`src/rtl/regbank_pkg.sv`:
```
// Shared definitions for the register bank and its read-side scanner.
//   BANK_BIT_ADDR / BANK_BIT_DATO : default address / data widths of the bank
//   scan_state_t                  : scanner mode (manual step or auto dwell)
package regbank_pkg;

  localparam int BANK_BIT_ADDR = 2;
  localparam int BANK_BIT_DATO = 4;

  typedef enum logic {
    MANUAL = 1'b0,
    AUTO   = 1'b1
  } scan_state_t;

endpackage

```
`src/rtl/sync_edge.sv`:
```
// Two-flop synchronizer followed by a rising-edge detector.
//   clk, rst : clock, async active-high reset (all flops clear to 0)
//   din      : asynchronous level from a pad
//   level_s  : synchronized level
//   rise     : one-cycle pulse on a synchronized 0->1 transition
module sync_edge (
  input  logic clk,
  input  logic rst,
  input  logic din,
  output logic level_s,
  output logic rise
);

  logic       meta;
  logic       prev;
  logic [2:0] vld_pipe;

  always_ff @(posedge clk or posedge rst) begin
    if (rst) begin
      meta     <= 1'b0;
      level_s  <= 1'b0;
      prev     <= 1'b0;
      vld_pipe <= '0;
    end else begin
      meta     <= din;
      level_s  <= meta;
      prev     <= level_s;
      vld_pipe <= {vld_pipe[1:0], 1'b1};
    end
  end

  // prev only holds a real pad sample three edges after reset; until then
  // its reset 0 would turn a button held through reset into a fake edge.
  assign rise = level_s & ~prev & vld_pipe[2];

endmodule

```
`src/rtl/regbank_scanner.sv`:
```
// Read-side sequencer for the register bank: steps the read address either
// automatically (DWELL cycles per register) or once per step-button press,
// and registers an address/data pair for the 7-segment decoders.
//   clk, rst  : clock, async active-high reset
//   run       : async switch, 1 = auto-scan, 0 = manual
//   step      : async push button, rising edge advances in manual mode
//   rd_addr   : registered read address to the bank
//   rd_data   : combinational bank data for rd_addr
//   disp_addr : captured address shown on the display
//   disp_data : captured data shown on the display
//   wrap      : one-cycle pulse when rd_addr rolls over to 0
module regbank_scanner
  import regbank_pkg::*;
#(
  parameter int BIT_ADDR = BANK_BIT_ADDR,
  parameter int BIT_DATO = BANK_BIT_DATO,
  parameter int DWELL    = 50_000_000
) (
  input  logic                clk,
  input  logic                rst,
  input  logic                run,
  input  logic                step,
  output logic [BIT_ADDR-1:0] rd_addr,
  input  logic [BIT_DATO-1:0] rd_data,
  output logic [BIT_ADDR-1:0] disp_addr,
  output logic [BIT_DATO-1:0] disp_data,
  output logic                wrap
);

  localparam int                  CNT_W     = (DWELL > 1) ? $clog2(DWELL) : 1;
  localparam logic [CNT_W-1:0]    CNT_LAST  = CNT_W'(DWELL - 1);
  localparam logic [BIT_ADDR-1:0] ADDR_LAST = '1;

  logic run_s;
  logic run_rise_unused;
  logic step_rise;
  logic step_s_unused;

  sync_edge u_run_sync (
    .clk     (clk),
    .rst     (rst),
    .din     (run),
    .level_s (run_s),
    .rise    (run_rise_unused)
  );

  sync_edge u_step_sync (
    .clk     (clk),
    .rst     (rst),
    .din     (step),
    .level_s (step_s_unused),
    .rise    (step_rise)
  );

  scan_state_t      state, state_nxt;
  logic [CNT_W-1:0] cnt, cnt_nxt;
  logic             adv;

  // Mode changes take priority over advancing: a step edge coinciding with
  // entry to AUTO is dropped, and leaving AUTO never advances.
  always_comb begin
    state_nxt = state;
    cnt_nxt   = cnt;
    adv       = 1'b0;
    case (state)
      MANUAL: begin
        if (run_s) begin
          state_nxt = AUTO;
          cnt_nxt   = '0;
        end else begin
          adv = step_rise;
        end
      end
      AUTO: begin
        if (!run_s) begin
          state_nxt = MANUAL;
          cnt_nxt   = '0;
        end else if (cnt == CNT_LAST) begin
          adv     = 1'b1;
          cnt_nxt = '0;
        end else begin
          cnt_nxt = cnt + CNT_W'(1);
        end
      end
    endcase
  end

  always_ff @(posedge clk or posedge rst) begin
    if (rst) begin
      state <= MANUAL;
      cnt   <= '0;
    end else begin
      state <= state_nxt;
      cnt   <= cnt_nxt;
    end
  end

  // Display capture every cycle keeps disp_addr/disp_data from one cycle and
  // lets bank writes to the shown register appear one cycle later.
  always_ff @(posedge clk or posedge rst) begin
    if (rst) begin
      rd_addr   <= '0;
      wrap      <= 1'b0;
      disp_addr <= '0;
      disp_data <= '0;
    end else begin
      if (adv) rd_addr <= rd_addr + BIT_ADDR'(1);
      wrap      <= adv && (rd_addr == ADDR_LAST);
      disp_addr <= rd_addr;
      disp_data <= rd_data;
    end
  end

endmodule

```
`config.mk`:
```
export PLATFORM = sky130hd
export DESIGN_NAME = regbank_scanner
export DESIGN_NICKNAME = d
export VERILOG_FILES = /design/src/rtl/regbank_pkg.sv /design/src/rtl/sync_edge.sv /design/src/rtl/regbank_scanner.sv
export SDC_FILE = /design/constraint.sdc
export NUM_CORES = 1
export LEC_CHECK = 0
export CAP_MARGIN = 10
export CORE_UTILIZATION = 50
export CTS_CLUSTER_SIZE = 40
export DETAILED_ROUTE_END_ITERATION = 8
export PLACE_DENSITY = 0.71
export SKIP_LAST_GASP = 1
export SLEW_MARGIN = 15
export SYNTH_ARGS = -nofsm -noshare
export SYNTH_HDL_FRONTEND = slang
export SYNTH_SLANG_ARGS = --single-unit
export TNS_END_PERCENT = 50
```
`constraint.sdc`:
```
create_clock -name clk -period 2.9 [get_ports clk]
set_input_delay 0.725 -clock clk [delete_from_list [all_inputs] [get_ports clk]]
set_output_delay 0.725 -clock clk [all_outputs]
set_load 0.01 [all_outputs]
```
==> impl.org, run 1 <==
** Run status
- The run finished with clean final reports.

** Pwr
- VDD sags by at most 342 µV.
- In this run the static leakage power is 0.973 nW.
- Post-route total power :: 1.20 mW
- For this design the ratio of total power to cell area is 512 nW/µm².

** Global routing
- First-pass GRT wire length :: 7350 µm
- Maximum number of pins on one net before global-route repair :: 27
- The number of global-route vias before repair was 1549.
- The initial antenna violation count is 0.
- Total congestion overflow after global routing :: 0
- Global routing used 22.7% of the available tracks across all layers.

** Synth
- Fraction of the mapped netlist area in simple logic gates :: 22.5%
- When the netlist entered floorplanning its net count stood at 210.
- Averaged over all synthesized cells, the footprint is 10.4 µm².
- The synthesized design contains 44 register bits.
- Post-Synthesis Cells :: 200
- Post-synthesis cell area :: 2080 µm²
- Proportion of netlist area held by the largest area contributor :: 52.9%
- Most common flop cell mapped by yosys :: sky130_fd_sc_hd__dfrtp_1
- Netlist cell types :: 44
- Area share of fa/ha/maj cells after synthesis :: 1.20%
- By area, the combinational part of the netlist is dominated by simple AND/OR/NAND/NOR gates.
- Proportion of synthesized area in mux cells :: 1.50%
- Cells taking the most area after synthesis :: sky130_fd_sc_hd__dfrtp_1, sky130_fd_sc_hd__a31oi_1, sky130_fd_sc_hd__nand2_1
- Synth Area in XOR/XNOR :: 0.841%
- Synth warn :: 0
- Summing the areas of all compound-gate instances in the mapped netlist gives 16.9% of the synthesized area.
- Library cell occupying the most area in the post-synthesis netlist :: sky130_fd_sc_hd__dfrtp_1
- After synthesis, the share of flip-flops with an asynchronous set or reset is 100%.
- Number of enable flip-flop cells after synthesis :: 0
- Proportion of synthesized chip area in sequential cells :: 52.9%

** Timing
- Worst Slack Setup Final :: 633 ps
- For the final routed database, the setup TNS stands at 0 ps.
- The final hold violation count is 0.
- Slew at the pin closest to its max-slew limit :: 606 ps
- Final critical-path share of the clock period :: 78.2%
- Fin. max-slew vios :: 0
- Between clock sinks in the finished design, the worst skew comes to 1.75 ps.
- Setup violations remaining at the end of the flow were counted as 0.
- Headroom to the max-slew limit came out at 59.3%.
- Crit path time final :: 2270 ps
- Unrepaired setup endpoints after global routing :: false
- Top achievable clock speed :: 441 MHz

** Route
- In the detailed route, the total length drawn on met2 is 2120 µm.
- Number of nets with antenna violations after routing :: 0
- After detailed routing, the total wire length is 4350 µm.
- Routed signal wires occupy layers up through met4.
- Post-DR vias/cell :: 6.10
- Across all layers, the routed design uses 1634 vias.
- Detailed routing placed a total of 298 µm of wire on met3.
- Drt first pass iters :: 4
- Dividing the detail-routed wire length by the instance count gives 16.2 µm.
- For this block, the initial DRC count from the detailed router was 120.
- In the routed design, unresolved DRC markers number 0.
- In the final routing, the length of wire on met1 measures 1870 µm.

** Place
- Once detailed placement completed, the half-perimeter wirelength came to 3100 µm.
- At the end of routability-driven placement, the weighted congestion stood at 0.834.
- Number of I/O port buffers :: 16
- Pre-CTS setup slack :: 684 ps

** Clock tree
- Clock latency on the worst-skew pair, taken at its later pin, is 290 ps.
- Clock-pin slew was measured on the worst setup and hold paths at 80 ps.
- For this design, the CTS-stage hold fixing added 0 buffers.
- In this run, post-CTS repair resized a total of 0 instances.
- Number of H-tree levels :: 2
- TritonCTS Sinks :: 44
- Buffers added to address setup during post-CTS repair amount to 0.
- TritonCTS built the clock tree.
- Clock Path Buffers :: 2
- TritonCTS created 5 clock buffers.
- Root buffer selected by CTS :: sky130_fd_sc_hd__clkbuf_8

** Finish
- Net count of the finished layout :: 228
- Layout cells sized above 1 :: 11.0%
- After filler insertion, the fill cell instance count of the layout stands at 334.
- Ant. Diodes :: 0
- Signed area change from the synthesized netlist to the final layout :: 12.9%

** Worst setup path
- Startpoint type of the worst setup path :: flip-flop
- Of all nets on the critical path, the largest fanout is 7.
- Data on the critical path is required at its endpoint by 3110 ps.
- Arrival time worst endpoint :: 2480 ps
- The critical path in this run is classified as flip-flop to flip-flop.
- STA classifies the critical path endpoint as a flip-flop.

** Floorplan
- Initial Util :: 52.1%
- Area inside the core boundary :: 4000 µm²
- Die extent in x :: 66.6 µm
- Die height :: 66.6 µm
- Top-level port count :: 17
- Core Rows :: 23
- Area of the die :: 4430 µm²

** Run
- Max-cap violation count :: 0

** Min path
- Min-Delay Path Class :: flip-flop to flip-flop
==> metal layers <==
metal	vias up	track usage [%]
li1	778	-
met3	8	5.48
met5	-	0
met2	60	36.0
met4	0	10.1
met1	788	29.2
==> power breakdown <==
group	internal [mW]	switching, mW
registers	0.655	0.0312
clock network	0.163	0.199
logic	0.0837	0.0727
total	0.902	0.303
==> registers in the layout, indices dropped and copies added, names as in the netlist <==
| name | count |
|---|---|
| disp_addr | 2 |
| u_step_sync.level_s | 1 |
| u_step_sync.vld_pipe | 3 |
| disp_data | 4 |
| cnt | 26 |
| u_step_sync.prev | 1 |
| wrap | 1 |
| state | 1 |
| u_run_sync.level_s | 1 |
| u_step_sync.meta | 1 |
| rd_addr | 2 |
| u_run_sync.meta | 1 |
==> path summary, 6_finish.rpt <==
kind | startpoint | to | slack [ps] | cells past startpoint
max in group asynchronous | rst | cnt[16]$_DFFE_PP0P_ | 1840 | 3
worst max register to register | cnt[0]$_DFFE_PP0P_ | cnt[20]$_DFFE_PP0P_ | 630 | 6
worst min register to register | u_step_sync.meta$_DFF_PP0_ | u_step_sync.level_s$_DFF_PP0_ | 350 | 0
worst min-delay path | u_step_sync.meta$_DFF_PP0_ | u_step_sync.level_s$_DFF_PP0_ | 350 | 0
min in group asynchronous | rst | u_step_sync.vld_pipe[0]$_DFF_PP0_ | 770 | 3
worst max-delay path | cnt[0]$_DFFE_PP0P_ | cnt[20]$_DFFE_PP0P_ | 630 | 6
==> synthesized netlist by cell type (3+ instances only) <==
master and number:
sky130_fd_sc_hd__a31oi_1 16, sky130_fd_sc_hd__nand3_1 12, sky130_fd_sc_hd__inv_1 3, sky130_fd_sc_hd__nand2_1 26, sky130_fd_sc_hd__o31ai_1 3, sky130_fd_sc_hd__or4_1 3, sky130_fd_sc_hd__and3_1 4, sky130_fd_sc_hd__and2_1 4
sky130_fd_sc_hd__nand4_1 8, sky130_fd_sc_hd__dfrtp_1 44, sky130_fd_sc_hd__a22o_1 3, sky130_fd_sc_hd__nor2_1 10, sky130_fd_sc_hd__buf_6 4, sky130_fd_sc_hd__buf_2 3, sky130_fd_sc_hd__nor3_1 3, sky130_fd_sc_hd__o21ai_0 8
sky130_fd_sc_hd__a21oi_1 9
==> cells by family (layout without fill, tap and decap cells) <==
logic type	after synthesis	after routing
compound gates	53	53
xor+xnor	2	2
mux	3	3
fa+ha+maj	2	2
buf+inv	13	31
simple gates	82	82
flops	44	44
other cells	1	1
==> stage by stage <==
step,std cells,area (µm²),utilization [%],hold slack [ps]
after floorplan,200,2080,-,331
after global placement,261,2270,56.8,332
after detailed placement,261,2270,56.8,336
after CTS,268,2350,58.8,356
after global routing,268,2350,58.8,360
final,268,2350,58.8,351
==> critical path: stages, from the launching register on <==
cell and delay, ps:
sky130_fd_sc_hd__dfrtp_1 410, sky130_fd_sc_hd__ha_1 230, sky130_fd_sc_hd__nand3_1 210, sky130_fd_sc_hd__or4_1 710, sky130_fd_sc_hd__nor4_2 320, sky130_fd_sc_hd__a21oi_1 130
sky130_fd_sc_hd__a31oi_1 170
==> placed cells by master (no fill, tap or decap), drive strengths merged, types with 2 or more instances in the layout <==
master         count
dfrtp             44
nand2             26
a31oi             16
clkdlybuf4s50     16
nand3             13
o21ai             11
nor2              10
a21oi             10
nand4              8
clkbuf             5
buf                5
nor4               5
and3               4
and2               4
or4                3
nor3               3
inv                3
a22o               3
o31ai              3
a21o               3
or2                2
o211ai             2
mux2i              2
xor2               2
ha                 2
a41oi              2
==> layout make-up <==
cell class	instances	area (µm²)	area share (%)
flip-flops and latches	44	1100	46.8
multi-input cells	143	898	38.2
repair buffers	21	198	8.40
clock buffers	5	68.8	2.93
well taps	50	62.6	2.66
clock inverters	2	12.5	0.532
inverters	3	11.3	0.479
Note: power is estimated with default switching activity, not from simulation.
==> inputs of run 2 (changes only) <==
PLACE_DENSITY = 0.74   (was 0.71)
clock period = 1.84 ns   (was 2.9 ns; I/O delays follow)
==> run 2 against run 1 <==
  * The run now ends with negative setup slack left
  * First-iteration DRC count is 0.83% higher
  * Combinational power is 78% higher
  * Power is 75% higher
  * Worst setup slack worse by 860 ps
  * Critical path depth stayed put
  * Flip-flop and latch count stayed put
  * Die area stayed put
  * Clock power is 110% higher
  * Critical endpoint is now cnt[23]$_DFFE_PP0P_
  * Largest cell class unchanged
==> impl.org, run 2 (synthesized netlist as in run 1, its figures left out) <==
** Worst setup path
- Arrival time worst endpoint :: 2250 ps (-230 ps)
- STA classifies the critical path startpoint as a flip-flop.
- Endpoint of the worst-slack reg-to-reg timing path :: cnt[23]$_DFFE_PP0P_
- The setup slack of the most critical reg-to-reg path is -220 ps (-860 ps).
- Kind of critical path :: flip-flop to flip-flop
- Reg-to-reg critical path startpoint :: cnt[16]$_DFFE_PP0P_
- The worst-case reg-to-reg path depth is 6 (unchanged).
- Required time of the critical path :: 2030 ps (-1080 ps)
- The top fanout value on the critical path is 34 (+27).
- STA classifies the critical path endpoint as a flip-flop.

** Floorplan
- The area of the core came to 4000 µm² (unchanged).
- Die extent in x :: 66.6 µm (unchanged)
- The row count came to 23 (unchanged).
- Die height :: 66.6 µm (unchanged)
- Top-level port count :: 17 (unchanged)
- The effective utilization at floorplan is 52.1% (unchanged).
- Area of the die :: 4430 µm² (unchanged)

** Route
- Wire length after detailed routing :: 4450 µm (+2.2%)
- The total via count in the routed design came to 1747 (+6.9%).
- The number of vias per cell after detailed routing is 5.77 (-5.4%).
- The number of design-rule violations left by the first detailed-router iteration was 121 (+0.83%).
- The met2 routed wirelength is 2200 µm (+4.1%).
- Drt first pass iters :: 4 (unchanged)
- DR WL/cell :: 14.7 µm (-9.6%)
- Number of nets with antenna violations after routing :: 0 (unchanged)
- The detailed route wirelength on metal3 is 149 µm (-50%).
- Routed signal wires occupy layers up through met4.
- The count of unresolved DRC violations after routing was 0 (unchanged).
- The met1 routed wirelength after detailed routing was 2050 µm (+9.7%).

** Finish
- Layout cells sized above 1 :: 25.3% (+14 points)
- Signed area change from the synthesized netlist to the final layout :: 29.4%
- Area used by multi-input combinational logic :: 921 µm² (+2.5%)
- The post-layout instance count excluding filler cells came to 303 (+13%).
- The flip-flop count of the largest register after layout was 26 (unchanged).
- Net count of the finished layout :: 262 (+15%)
- The final antenna diode count is 0 (unchanged).
- cnt holds more flip-flops than any other register.
- The library cell used most frequently in the layout, excluding fill and tap cells, is sky130_fd_sc_hd__dfrtp_1.
- Register cell area after layout :: 1100 µm² (unchanged)
- Commonest cells after routing, fill and taps aside :: sky130_fd_sc_hd__dfrtp_1, sky130_fd_sc_hd__buf_4, sky130_fd_sc_hd__nand2_1
- The final-layout fill cell count is 304 (-9.0%).
- Registers with the most flip-flops :: cnt: 26 flops, disp_data: 4 flops, u_step_sync.vld_pipe: 3 flops

** Run
- The number of max-capacitance violations reported came to 0 (unchanged).

** Pwr
- The power consumption came to 2.11 mW (+75%).
- Power per cell area :: 783 nW/µm² (+53%)
- The leakage power summed over all cells was 1.17 nW (+20%).
- The largest voltage drop on the vdd net came to 553 µV (+62%).

** Min path
- Hold worst-path end :: u_step_sync.vld_pipe[2]$_DFF_PP0_
- Startpoint of the worst hold path :: u_step_sync.vld_pipe[1]$_DFF_PP0_
- Depth of the worst hold-timing path :: 0 (unchanged)
- Min-Delay Path Class :: flip-flop to flip-flop

** Place
- Final HPWL DP :: 3150 µm (+1.4%)
- Number of I/O port buffers :: 16 (unchanged)
- The number of placed instances, taps included was 294 (+13%).
- The final estimated routing congestion in global placement is 0.849 (+1.8%).

** Run status
- Violations in the final reports :: negative setup slack
- Outcome :: finished, violations left

** Timing
- Unrepaired setup endpoints after global routing :: true
- The final worst clock skew was 6.31 ps (+4.56 ps).
- Final critical-path share of the clock period :: 112% (+34 points)
- The number of setup violations in the final report was 27 (+27).
- The worst hold slack was 353 ps (+1.35 ps).
- Worst Slack Setup Final :: -223 ps (-856 ps)
- The peak clock frequency supported by timing is 485 MHz (+9.9%).
- Fin. max-slew vios :: 0 (unchanged)
- The final hold violation count came to 0 (unchanged).
- The post-layout minimum cycle time is 2060 ps (-204 ps).

** Global routing
- All-Layer GR Usage :: 22.8% (+0.068 points)
- The remaining global-route overflow came to 0 (unchanged).
- The largest net degree at the start of global routing is 39 (+44%).
- The number of global-route vias before repair was 1630 (+5.2%).
- Initial antenna violation count :: 0 (unchanged)
- The first-pass GRT wire length came to 7420 µm (+0.94%).

** Clock tree
- The clock sink total is 44 (unchanged).
- The number of buffers created by CTS was 5 (unchanged).
- The root buffer cell chosen for the clock tree is sky130_fd_sc_hd__clkbuf_8.
- Clk Latency, worst-skew pair :: 300 ps (about the same)
- TritonCTS built the clock tree.
- The maximum level of the CTS H-tree is 2 (unchanged).
- The buffer depth of the longest clock path came to 2 (unchanged).
- Clk pin slew, worst setup/hold paths :: 90 ps (about the same)
## run 2: cell types whose count changed in the layout (fill, tap and decap cells not counted), moves of 2 or more
cell | previous run | this run
sky130_fd_sc_hd__buf_12 | 0 | 2
sky130_fd_sc_hd__buf_4 | 5 | 35
sky130_fd_sc_hd__buf_6 | 0 | 2
sky130_fd_sc_hd__or4_1 | 3 | 1
sky130_fd_sc_hd__or4_4 | 0 | 2
## run 2: worst max-delay path: stages, from the launching register on
cell and delay [ps]:
sky130_fd_sc_hd__dfrtp_1 390, sky130_fd_sc_hd__or4b_4 550, sky130_fd_sc_hd__nor4_4 350, sky130_fd_sc_hd__a21oi_2 120, sky130_fd_sc_hd__buf_12 180, sky130_fd_sc_hd__and3_1 160
sky130_fd_sc_hd__o22a_1 200
## run 2: how the worst max path moves through the flow
stage | from | end
floorplan | cnt[8]$_DFFE_PP0P_ | rd_addr[1]$_DFFE_PP0P_
global placement | cnt[11]$_DFFE_PP0P_ | cnt[23]$_DFFE_PP0P_
detailed placement | cnt[11]$_DFFE_PP0P_ | cnt[23]$_DFFE_PP0P_
CTS | cnt[16]$_DFFE_PP0P_ | cnt[23]$_DFFE_PP0P_
global route | cnt[16]$_DFFE_PP0P_ | cnt[11]$_DFFE_PP0P_
finish | cnt[16]$_DFFE_PP0P_ | cnt[23]$_DFFE_PP0P_
## run 2: final cells by class
| type | count | area share, % |
|---|---|---|
| clock buffers | 5 | 2.55 |
| multi-input cells | 143 | 34.2 |
| clock inverters | 3 | 1.72 |
| inverters | 3 | 0.418 |
| flip-flops and latches | 44 | 40.8 |
| well taps | 50 | 2.32 |
| repair buffers | 55 | 18.0 |
## run 2: through the flow
stage               utilization, %  TNS [ps]  instance area, µm²  setup slack (ps)
floorplan                        -     -1010                2100              -163
global placement              63.9     -1720                2550              -148
detailed placement            63.9     -2500                2550              -186
CTS                           66.9     -3080                2680              -213
global route                  67.4     -5530                2700              -306
finish                        67.4     -3010                2700              -223
## run 2: timing repair
item,in CTS,in global routing
cloned,0,0
pin swaps,6,0
endpoints found under the setup margin,27,27
hold buffers,0,0
buffers inserted,0,1
gates resized for setup,2,2
## run 2: power breakdown
group	total [mW]	internal (mW)	leakage [nW]	switching, mW
Combinational	0.277	0.157	0.539	0.120
Clock	0.755	0.409	0.0548	0.346
Sequential	1.08	1.03	0.576	0.0463
## run 2: routing by layer
layer | GRT usage (%) | vias to the layer above
met5 | 0 | -
met4 | 7.98 | 0
met3 | 5.65 | 4
met2 | 37.6 | 44
met1 | 28.7 | 850
li1 | - | 849
==> inputs of run 3 (changes only) <==
CELL_PAD_IN_SITES_DETAIL_PLACEMENT = 1   (was not set)
CELL_PAD_IN_SITES_GLOBAL_PLACEMENT = 2   (was not set)
CORE_UTILIZATION = 34   (was 50)
PLACE_DENSITY = 0.76   (was 0.74)
==> run 3 against run 2 <==
  * The flow still finishes with violations (negative setup slack)
  * Critical path depth unchanged
  * Wire length up 27%
  * Design area up 5.4%
==> impl.org, run 3 (synthesized netlist as in run 1, its figures left out) <==
** Run status
- Outcome :: finished, violations left
- Violations in the final reports :: negative setup slack

** Timing
- Unrepaired setup endpoints after global routing :: true
- Final clock skew :: 8.14 ps (+1.83 ps)
- The sum of negative setup slack was -2120 ps (+894 ps).
- The worst hold slack came to 353 ps (+0.588 ps).
- Worst Slack Setup Final :: -180 ps (+42.6 ps)
- The portion of the clock cycle consumed by the worst path in the final layout was 110% (-2.3 points).
- Crit path time final :: 2020 ps (-42.6 ps)
- The final hold violation count is 0 (unchanged).
- The number of setup violations in the final report was 25 (-7.4%).
- Top achievable clock speed :: 495 MHz (+2.1%)
- The number of max-slew violations in the final report came to 0 (unchanged).

** Finish
- The total area of multi-input combinational cells was 942 µm² (+2.3%).
- The number of nets in the layout came to 272 (+3.8%).
- The library cell used most frequently in the layout, excluding fill and tap cells, is sky130_fd_sc_hd__dfrtp_1.
- Number of flip-flops under the largest register name :: 26 (unchanged)
- Commonest cells after routing, fill and taps aside :: sky130_fd_sc_hd__dfrtp_1, sky130_fd_sc_hd__buf_4, sky130_fd_sc_hd__nand2_1
- The final-layout fill cell count came to 648 (+110%).
- The final antenna diode count was 0 (unchanged).
- The largest registers in the layout are cnt: 26 flops, disp_data: 4 flops, u_step_sync.vld_pipe: 3 flops.
- The sequential cell area was 1100 µm² (unchanged).
- Register name with the most flops :: cnt
- Signed area change from the synthesized netlist to the final layout :: 36.4%
- The fraction of layout instances using a drive strength above 1 was 29.3% (+4.0 points).
- Post-route insts no fill :: 338 (+12%)

** Worst setup path
- WP buf/inv :: 1 (unchanged)
- Endpoint of the worst-slack reg-to-reg timing path :: cnt[23]$_DFFE_PP0P_
- Walking the worst path, the cells encountered are or4_4 -> nor4_4 -> a21oi_2 -> buf_6 -> and3_1 -> o22a_1.
- The critical path in this run is classified as flip-flop to flip-flop.
- STA classifies the critical path startpoint as a flip-flop.
- Endpoint class of the critical path :: flip-flop
- Critical Path Slowest Stage Cell :: sky130_fd_sc_hd__or4_4
- The data required time of the critical path came to 2030 ps (about the same).
- The top fanout value on the critical path is 21 (-38%).
- Family with the most delay on the worst path :: simple AND/OR/NAND/NOR gates
- Arrival time worst endpoint :: 2210 ps (-40 ps)
- The worst-case reg-to-reg path depth is 6 (unchanged).
- Largest stage delay, worst path :: 550 ps (about the same)
- The setup slack of the most critical reg-to-reg path is -180 ps (+40 ps).
- Reg-to-reg critical path startpoint :: cnt[11]$_DFFE_PP0P_

** Global routing
- All-Layer GR Usage :: 19.5% (-3.3 points)
- The remaining global-route overflow is 0 (unchanged).
- The first-pass GRT wire length is 9430 µm (+27%).
- Maximum number of pins on one net before global-route repair :: 22 (-44%)
- Vias in the first global route :: 1920 (+18%)
- Initial antenna violation count :: 0 (unchanged)

** Floorplan
- Die height :: 80.3 µm (+21%)
- Top-level port count :: 17 (unchanged)
- The overall die width was 80.3 µm (+21%).
- Initial Util :: 35.2% (-17 points)
- The row count was 28 (+22%).
- Area inside the core boundary :: 5920 µm² (+48%)
- The floorplan die area is 6440 µm² (+46%).

** Route
- Vias :: 1790 (+2.5%)
- The number of design-rule violations left by the first detailed-router iteration came to 54 (-55%).
- Number of nets with antenna violations after routing :: 0 (unchanged)
- The detailed-router iteration count before antenna repair is 4 (unchanged).
- The count of unresolved DRC violations after routing was 0 (unchanged).
- Post-DR vias/cell :: 5.30 (-8.1%)
- DR WL/cell :: 16.7 µm (+14%)
- Wire length after detailed routing :: 5650 µm (+27%)

** Place
- Number of I/O port buffers :: 16 (unchanged)
- The number of placed instances, taps included came to 327 (+11%).
- Final weighted congestion in routability-driven placement :: 0.740 (-13%)
- Final HPWL DP :: 4090 µm (+30%)

** Clock tree
- The number of buffers created by CTS is 5 (unchanged).
- Clock Path Buffers :: 2 (unchanged)
- Clock tree from TritonCTS :: done
- The clock insertion delay at the later pin of the skew report came to 300 ps (about the same).
- TritonCTS Sinks :: 44 (unchanged)
- Root buffer selected by CTS :: sky130_fd_sc_hd__clkbuf_8
- The maximum level of the CTS H-tree is 2 (unchanged).
- Clk pin slew, worst setup/hold paths :: 90 ps (about the same)

** Run
- Max-cap violation count :: 0 (unchanged)

** Min path
- The worst hold path begins at u_step_sync.vld_pipe[0]$_DFF_PP0_.
- Min-Delay Path Class :: flip-flop to flip-flop
- The worst hold path terminates at u_step_sync.vld_pipe[1]$_DFF_PP0_.
- The worst hold path cell count came to 0 (unchanged).

** Pwr
- Post-route total power :: 2.18 mW (+3.1%)
- Leakage dissipation :: 1.23 nW (+5.4%)
- The largest voltage drop on the vdd net is 447 µV (-19%).
- Power per cell area :: 766 nW/µm² (-2.1%)
-- run 3: worst max-delay path by stage --
stage / cells after the start / slack (ps) / end / from
finish: 6 / -180 / cnt[23]$_DFFE_PP0P_ / cnt[11]$_DFFE_PP0P_
global route: 6 / -240 / cnt[23]$_DFFE_PP0P_ / cnt[11]$_DFFE_PP0P_
CTS: 6 / -220 / cnt[23]$_DFFE_PP0P_ / cnt[16]$_DFFE_PP0P_
detailed placement: 6 / -190 / cnt[23]$_DFFE_PP0P_ / cnt[11]$_DFFE_PP0P_
global placement: 6 / -150 / cnt[23]$_DFFE_PP0P_ / cnt[11]$_DFFE_PP0P_
floorplan: 6 / -160 / rd_addr[1]$_DFFE_PP0P_ / cnt[8]$_DFFE_PP0P_
-- run 3: through the flow --
step	area, µm²	utilization, %	worst slack [ps]
detailed placement	2650	44.7	-191
global route	2840	48.0	-244
floorplan	2100	-	-163
finish	2840	48.0	-180
CTS	2790	47.2	-222
global placement	2650	44.7	-147
-- run 3: power by group --
part / switching [mW] / leakage [nW] / internal (mW)
logic: 0.134 / 0.596 / 0.170
clock network: 0.349 / 0.0614 / 0.444
registers: 0.0459 / 0.576 / 1.03
total: 0.529 / 1.23 / 1.65
-- run 3: layer usage --
metal | vias up | global-route usage [%] | wire (µm)
li1 | 868 | - | -
met1 | 903 | 24.0 | 2530
met2 | 14 | 34.6 | 2960
met3 | 5 | 2.84 | 90
met4 | 0 | 6.43 | 70
met5 | - | 0 | 0
-- run 3: repair_timing --
action	in CTS	in global routing
hold buffers	0	0
pin swaps	3	12
setup buffers	1	3
setup endpoints to repair	26	27
gates resized for setup	5	7
-- run 3: area by class of cell --
type | instances | area share, %
Sequential cell | 44 | 38.7
Clock buffer | 6 | 2.91
Timing Repair Buffer | 65 | 20.1
Multi-Input combinational cell | 143 | 33.2
Clock inverter | 2 | 1.37
Inverter | 3 | 0.396
Tap cell | 75 | 3.30
==> patch (config.mk and constraints of run 3) <==
`disp_data` no longer has a reset.
--- a/src/rtl/regbank_scanner.sv
+++ b/src/rtl/regbank_scanner.sv
@@ -104,3 +104,2 @@
       disp_addr <= '0;
-      disp_data <= '0;
     end else begin
@@ -109,4 +108,7 @@
       disp_addr <= rd_addr;
-      disp_data <= rd_data;
     end
+  end
+
+  always_ff @(posedge clk) begin
+    disp_data <= rd_data;
   end
Behaviour: not the same (Yosys sat finds a counterexample within 4 cycles, from zero or initial values and one cycle with rst high).
==> patch against run 3 <==
The flow still finishes with violations (setup timing); worst setup slack improved by 0.029 ns; die area is 1.1% higher; sequential share of layout area rose by 0.12 points; final area decreased by 2.1%; hold slack better by 0.0015 ns; first-iteration DRC count rose by 13%; area after synthesis is 1.1% higher; sequential cell count stayed put; fmax up 1.4%; count of clock-buffer cells in the layout down 1; routed wire length is 0.42% lower; clock power shrank 0.6%; total power fell by 1.4%; critical endpoint is now cnt[14]; largest cell class unchanged; highest routed layer unchanged.
==> patch: results (changes against run 3) <==
Run status
  • Status: complete, but fails checks
  • Failing checks: setup timing

Finish
  • Clock buffer cells: 5 (-1)
  • Final-layout fill cell count: 702 (+8.3%)
  • Signal buffers: 53 (-18%)
  • Nonclk inv count: 2 (-1)
  • Multi-input gate area: 991 um2 (+5.2%)
  • Fin util: 46.7% (-1.3 points)
  • Final nets: 266 (-2.2%)
  • Layout cell share with drive strength beyond 1: 24.9% (-4.4 points)

GRT
  • Vias in the first global route: 1,918 (-0.10%)
  • Total global-route track usage: 20.0% (+0.47 points)
  • Global-route wire length before repair: 9650 um (+2.4%)

Setup path
  • Max stage delay cell, worst path: or4b_4
  • Worst setup path startpoint: cnt[9]
  • Crit path to: cnt[14]

Min path
  • Endpoint of the worst hold path: u_step_sync.vld_pipe[2]

Power
  • Comb pwr share: 13.6% (-0.4 points)
  • Maximum vdd drop: 0.000430 V (-3.9%)
  • Leakage: 1.18 nW (-4.3%)
  • Switching Power: 550 uW (+3.9%)
  • Comb power: 291 uW (-4%)

Detailed routing
  • Via Count: 1,816 (+1.5%)
  • Detail-routed via count per cell: 5.47 (+3.3%)

Placed design
  • Placed inst area: 2540 um2 (-3.8%)
  • Placed insts: 318 (-2.8%)

Yosys
  • Register area share after synthesis: 51.3% (-1.5 points)
  • Mapped Cells: 207 (+3.5%)
  • Mux cell area share after synthesis: 2.02% (+0.52 points)
  • Async SR Flop Fraction: 90.9% (-9.1 points)
  • Mean area per synthesized cell: 10.2 um2 (-2.3%)
  • Compound-cell area share of the yosys netlist: 15.0% (-1.9 points)

Timing
  • Final worst slack: -0.151 ns (+0.0289 ns)
  • Setup violators final: 26 (+4.0%)
[patch: cell types whose count changed in the layout (fill, tap and decap cells not counted), sizes merged, moves of 4 or more]
cell | run 3 | this run
buf | 49 | 37
dfrtp | 44 | 40
dfxtp | 0 | 4
nand2 | 26 | 30
nand3 | 13 | 22
o21ai | 11 | 7
[patch: critical path: cells and delay by family (launching register included)]
kind | cells | cell delay, ns
simple gates | 4 | 0.96
flops | 1 | 0.39
buf+inv | 2 | 0.33
compound gates | 1 | 0.20
[patch: metal layers]
metal	part of all wire, %	global-route usage (%)	wire (um)	vias up
met1	47	26.2	2660	925
met3	2.3	4.09	129	9
li1	-	-	-	864
met5	0	0	0	-
met2	49	32.4	2740	18
met4	1.7	7.14	94	0
[patch: timing repair]
| action | 4_1_cts | 5_1_grt |
|---|---|---|
| cloned | 2 | 0 |
| pin swaps | 4 | 1 |
| buffers inserted | 1 | 3 |
| resized for setup | 6 | 6 |
| setup endpoints to repair | 25 | 27 |
